--- src/rtl/tri_bus_pkg.sv ---
// ============================================================================
// tri_bus_pkg : shared types and helpers for the tri-state bus arbiter
// Revision    : 1.0
// ============================================================================
`default_nettype none

package tri_bus_pkg;

    typedef enum logic [1:0] {
        IDLE = 2'd0,
        OWN  = 2'd1,
        TURN = 2'd2
    } state_e;

    localparam int TA_W = 2;

    // Saturates at max instead of wrapping; callers narrow the result.
    function automatic logic [63:0] sat_inc(input logic [63:0] val, input logic [63:0] max);
        return (val >= max) ? val : val + 64'd1;
    endfunction

endpackage

`default_nettype wire

--- src/rtl/rr_arbiter.sv ---
// ============================================================================
// rr_arbiter : combinational round-robin pick, first requester after ptr_i
// Revision   : 1.0
// ============================================================================
`default_nettype none

module rr_arbiter
    import tri_bus_pkg::*;
#(
    parameter int NCH = 2,
    parameter int PW  = $clog2(NCH)
) (
    input  logic [NCH-1:0] req_i,
    input  logic [PW-1:0]  ptr_i,
    output logic [NCH-1:0] gnt_o,
    output logic           valid_o
);

    logic [PW-1:0] w_idx;

    // Scan starts one past the pointer so the last owner has lowest priority.
    always_comb begin
        gnt_o   = '0;
        valid_o = 1'b0;
        w_idx   = '0;
        for (int i = 1; i <= NCH; i++) begin
            w_idx = PW'((int'(ptr_i) + i) % NCH);
            if (!valid_o && req_i[w_idx]) begin
                gnt_o[w_idx] = 1'b1;
                valid_o      = 1'b1;
            end
        end
    end

endmodule

`default_nettype wire

--- src/rtl/tri_bus_arbiter.sv ---
// ============================================================================
// tri_bus_arbiter : round-robin owner of a shared tri-state bus with
//                   turnaround gaps and external-driver contention detection
// Revision        : 1.0
// ============================================================================
`default_nettype none

module tri_bus_arbiter
    import tri_bus_pkg::*;
#(
    parameter int NCH        = 2,
    parameter int W          = 1,
    parameter int TURNAROUND = 1,
    parameter int CNT_W      = 8
) (
    input  logic               clk,
    input  logic               rst_n,
    input  logic [NCH-1:0]     req_i,
    input  logic [NCH*W-1:0]   to_pad_i,
    input  logic [NCH-1:0]     ie_i,
    input  logic [W-1:0]       ext_in_i,
    input  logic               ext_en_i,
    input  logic               clr_err_i,
    output logic [NCH-1:0]     gnt_o,
    output logic [W-1:0]       bus_out_o,
    output logic               bus_en_o,
    output logic [NCH*W-1:0]   from_pad_o,
    output logic               contention_o,
    output logic [CNT_W-1:0]   cnt_o
);

    localparam int          c_pw      = $clog2(NCH);
    localparam logic [63:0] c_cnt_max = 64'((65'd1 << CNT_W) - 65'd1);

    state_e             state_q, state_d;
    logic [NCH-1:0]     gnt_q, gnt_d;
    logic [c_pw-1:0]    ptr_q, ptr_d;
    logic [TA_W-1:0]    ta_q, ta_d;
    logic [NCH*W-1:0]   from_pad_q, from_pad_d;
    logic               contention_q, contention_d;
    logic [CNT_W-1:0]   cnt_q, cnt_d;

    logic [NCH-1:0]     w_arb_gnt;
    logic               w_arb_valid;
    logic [c_pw-1:0]    w_arb_idx;
    logic               w_arb_en;
    logic               w_owner_req;
    logic [W-1:0]       w_bus_out;
    logic [W-1:0]       w_bus_val;

    rr_arbiter #(
        .NCH (NCH),
        .PW  (c_pw)
    ) u_rr (
        .req_i   (req_i),
        .ptr_i   (ptr_q),
        .gnt_o   (w_arb_gnt),
        .valid_o (w_arb_valid)
    );

    always_comb begin
        w_arb_idx = '0;
        for (int k = 0; k < NCH; k++) begin
            if (w_arb_gnt[k]) w_arb_idx = c_pw'(k);
        end
    end

    assign w_owner_req = |(req_i & gnt_q);

    always_comb begin
        state_d  = state_q;
        gnt_d    = gnt_q;
        ptr_d    = ptr_q;
        ta_d     = ta_q;
        w_arb_en = 1'b0;
        case (state_q)
            IDLE: w_arb_en = 1'b1;
            OWN: begin
                if (!w_owner_req) begin
                    gnt_d   = '0;
                    state_d = IDLE;
                    // With no turnaround the next owner is chosen in the drop cycle.
                    if (TURNAROUND == 0) begin
                        w_arb_en = 1'b1;
                    end else begin
                        state_d = TURN;
                        ta_d    = TA_W'(TURNAROUND - 1);
                    end
                end
            end
            TURN: begin
                if (ta_q == '0) w_arb_en = 1'b1;
                else            ta_d = ta_q - TA_W'(1);
            end
            default: state_d = IDLE;
        endcase
        if (w_arb_en) begin
            if (w_arb_valid) begin
                state_d = OWN;
                gnt_d   = w_arb_gnt;
                ptr_d   = w_arb_idx;
            end else begin
                state_d = IDLE;
                gnt_d   = '0;
            end
        end
    end

    always_comb begin
        w_bus_out = '0;
        for (int k = 0; k < NCH; k++) begin
            if (gnt_q[k]) w_bus_out = w_bus_out | to_pad_i[k*W +: W];
        end
    end

    assign bus_en_o  = |gnt_q;
    assign bus_out_o = w_bus_out;
    assign w_bus_val = (bus_en_o ? w_bus_out : '0) | (ext_en_i ? ext_in_i : '0);

    for (genvar k = 0; k < NCH; k++) begin : g_rx
        assign from_pad_d[k*W +: W] = ie_i[k] ? w_bus_val : '0;
    end

    // A clear in the same cycle as a clash wins over the increment.
    always_comb begin
        contention_d = contention_q;
        cnt_d        = cnt_q;
        if (clr_err_i) begin
            contention_d = 1'b0;
            cnt_d        = '0;
        end else if (bus_en_o && ext_en_i) begin
            contention_d = 1'b1;
            cnt_d        = CNT_W'(sat_inc(64'(cnt_q), c_cnt_max));
        end
    end

    always_ff @(posedge clk or negedge rst_n) begin
        if (!rst_n) begin
            state_q      <= IDLE;
            gnt_q        <= '0;
            ptr_q        <= c_pw'(NCH - 1);
            ta_q         <= '0;
            from_pad_q   <= '0;
            contention_q <= 1'b0;
            cnt_q        <= '0;
        end else begin
            state_q      <= state_d;
            gnt_q        <= gnt_d;
            ptr_q        <= ptr_d;
            ta_q         <= ta_d;
            from_pad_q   <= from_pad_d;
            contention_q <= contention_d;
            cnt_q        <= cnt_d;
        end
    end

    assign gnt_o        = gnt_q;
    assign from_pad_o   = from_pad_q;
    assign contention_o = contention_q;
    assign cnt_o        = cnt_q;

endmodule

`default_nettype wire

--- config.mk ---
export PLATFORM = sky130hd
export DESIGN_NAME = tri_bus_arbiter
export DESIGN_NICKNAME = d
export VERILOG_FILES = /design/src/rtl/tri_bus_pkg.sv /design/src/rtl/rr_arbiter.sv /design/src/rtl/tri_bus_arbiter.sv
export SDC_FILE = /design/constraint.sdc
export NUM_CORES = 1
export LEC_CHECK = 0
export BUFFER_PORTS_ARGS = -buffer_cell sky130_fd_sc_hd__buf_2
export CORE_ASPECT_RATIO = 1.2
export CORE_MARGIN = 5
export CORE_UTILIZATION = 48
export CTS_BUF_LIST = sky130_fd_sc_hd__clkbuf_4 sky130_fd_sc_hd__clkbuf_8
export CTS_CLUSTER_SIZE = 24
export DETAILED_ROUTE_END_ITERATION = 16
export PLACE_DENSITY = 0.81
export SLEW_MARGIN = 25
export SYNTH_ARGS = -nofsm -noshare
export SYNTH_HDL_FRONTEND = slang
export SYNTH_SLANG_ARGS = --single-unit
--- constraint.sdc ---
create_clock -name clk -period 1.6 [get_ports clk]
set_input_delay 0.16 -clock clk [delete_from_list [all_inputs] [get_ports clk]]
set_output_delay 0.16 -clock clk [all_outputs]
set_load 0.005 [all_outputs]
==> run metrics <==
status complete, no violations; first-pass GRT wire length 3640 µm; Post-synth top flop dfrtp_1; CTS buffer count 3; WHS 79.3 ps; final max-slew violation count 0; fraction of layout cells with a size suffix above 1 33.8%; max frequency 646 MHz; syn_nets 109; Seq pwr share 43.5%; Reg-to-Reg End cnt_o[6]$_DFFE_PN0P_; skew final 4.72 ps; Worst Path Arrival 1750 ps; HP Start ie_i[1]; clk slew on worst S/H paths 110 ps; clock sinks 18; Synth warnings 0; Pwr Density 1280 nW/µm²; Detailed Route Iter0 Violations 14; Seq/Total Area, Yosys 47.4%; setup TNS 0 ps; I/O pin total 26; slew at the pin with the worst max-slew slack 410 ps; Switching Power 534 µW; crit start category flop; worst-path fanout max 4; CTS tree done; Worst slew margin 72.7%; pin count of the biggest net entering global routing 19; clk_lat worst skew 300 ps; flop2flop setup slack 50 ps; core footprint 1870 µm²; worst path cell trace ha_1 -> o2111ai_2 -> or4b_1 -> o211a_1; n_diodes 0; FP Rows 17; vias in the first global route 834; P_int 992 µW; Die X-Extent 50.7 µm; switching share of power 35.0%; LEAKAGE 0.607 nW; # nets final 144; worst r2r src cnt_o[1]$_DFFE_PN0P_; CP required 1800 ps; Final Hold Fails 0; number of synthesized flops with an enable pin 0; Synth area leaders dfrtp_1 (45%), nor2b_1 (3.9%), o21ai_0 (3.7%), nand2_1 (3.1%), dfstp_2 (2.8%); via count 862; CTS Buffer Depth 2; Final Wtd Congestion 0.878; most area-hungry cell type in the Yosys netlist dfrtp_1; DP Area 1130 µm²; # Max-Cap Violations 0; combinational share of power 37.7%; Congestion Overflow GR 0; Slowest cell on crit path or4b_1; crit path buf inv count 0; maximum vdd ir drop 1.06 mV; crit path kind flop to flop; Synth Instances 96; 1st-pass router iterations 4; Yosys top cell area share 44.6%; top-count cell post-synth dfrtp_1; final instance area 1190 µm²; clock share of power 18.7%; antenna violations before repair 0; wire per inst 14.4 µm; synth cell count leaders dfrtp_1 (17), nand2_1 (8), inv_1 (7), o21ai_0 (7); vias per cell 5.79; DIE AREA 2980 µm²; Min-Delay Path Class input port to flop; Netlist Area Pre-Place 953 µm²; worst reg2reg path depth 4; dpl hpwl 1650 µm; DRT Wirelength 2150 µm; RSZ-0062 raised after global routing false; fin crit share 96.8%; drt drc 0; clock period minus worst slack 1550 ps; die span in y 58.8 µm; Starting Density 50.9%; FF+latch count, synth 18; critical path endpoint category flop; Largest delay share family, worst path simple AND/OR/NAND/NOR gates; async set or reset register ratio after synthesis 100%; Antenna Violating Nets Remaining 0; all-layer global routing usage 15.4%; hold path depth 2; area delta synth->final 24.8%; Root Driver clkbuf_4; syn avg cell area 9.93 µm²; PnR Total Power 1.53 mW; Hold Path Sink from_pad_o[1]$_DFF_PN0_; Critical Path Max Stage Delay 500 ps; port buffer count 25; Final setup violation count 0; post-synth cell types 38; H-tree Lvls 1
-- stage by stage --
stage	instances	setup WS, ps	utilization, %
after floorplan	96	88.5	-
after global placement	143	83.7	60.3
after detailed placement	143	51.2	60.3
after CTS	148	30.7	62.8
after global routing	149	3.30	63.6
final	149	51.1	63.6
-- sequential cells by signal, indices dropped and copies added (netlist names) --
signal	count
cnt_o	8
from_pad_o	2
gnt_o	2
state_q	2
ta_q	2
contention_o	1
ptr_q	1
-- layer usage --
layer	track usage [%]	part of all wire [%]	vias to the layer above
met5	0	0	-
met4	5.47	1.4	0
met3	2.53	4.2	5
met2	26.2	53	14
met1	19.5	42	416
li1	-	-	427
-- worst max path at each step --
stage               slack [ps]  cells after the start                    to            startpoint
floorplan                   90                      4  cnt_o[4]$_DFFE_PN0P_  cnt_o[0]$_DFFE_PN0P_
global placement            80                      4  cnt_o[4]$_DFFE_PN0P_  cnt_o[1]$_DFFE_PN0P_
CTS                         30                      4  cnt_o[4]$_DFFE_PN0P_  cnt_o[1]$_DFFE_PN0P_
global route                 3                      4  cnt_o[6]$_DFFE_PN0P_  cnt_o[1]$_DFFE_PN0P_
detailed placement          50                      4  cnt_o[4]$_DFFE_PN0P_  cnt_o[1]$_DFFE_PN0P_
finish                      50                      4  cnt_o[6]$_DFFE_PN0P_  cnt_o[1]$_DFFE_PN0P_
-- placed cells by master, fill, tap and decap left out, types with 5 or more instances in the layout --
cell,instances
a21oi_1,5
buf_2,25
buf_4,5
dfrtp_1,17
inv_1,7
nand2_1,8
nor2_1,6
nor2b_1,6
o21ai_0,6
-- power groups by stage --
stage | clock network, mW | registers [mW] | logic, mW
3_5_place_dp | 0 | 0.668 | 0.563
4_1_cts | 0.290 | 0.663 | 0.563
3_3_place_gp | 0 | 0.665 | 0.531
2_1_floorplan | 0 | 0.669 | 0.325
6_report | 0.286 | 0.664 | 0.576
5_1_grt | 0.315 | 0.685 | 0.648
-- area by class of cell --
type / count / area, µm²
tap: 19 / 23.8
multi-input combinational: 70 / 479
fill: 150 / 682
sequential: 18 / 452
timing repair buffer: 31 / 173
inverter: 7 / 26.3
clock buffer: 4 / 36.3
-- logic make-up after synthesis --
family / count (synthesis) / synth area share (%)
flops: 18 / 47.4
compound gates: 30 / 23.0
mux: 4 / 4.59
buf+inv: 8 / 3.15
fa+ha+maj: 2 / 2.62
simple gates: 34 / 19.3
-- what timing repair did --
action | 4_1_cts | 5_1_grt
gates resized for setup | 0 | 3
setup endpoints to repair | 0 | 3
hold buffers | 1 | 0
hold endpoints to repair | 17 | 0
setup buffers | 0 | 1
No activity file was read; power rests on OpenSTA's default activity.
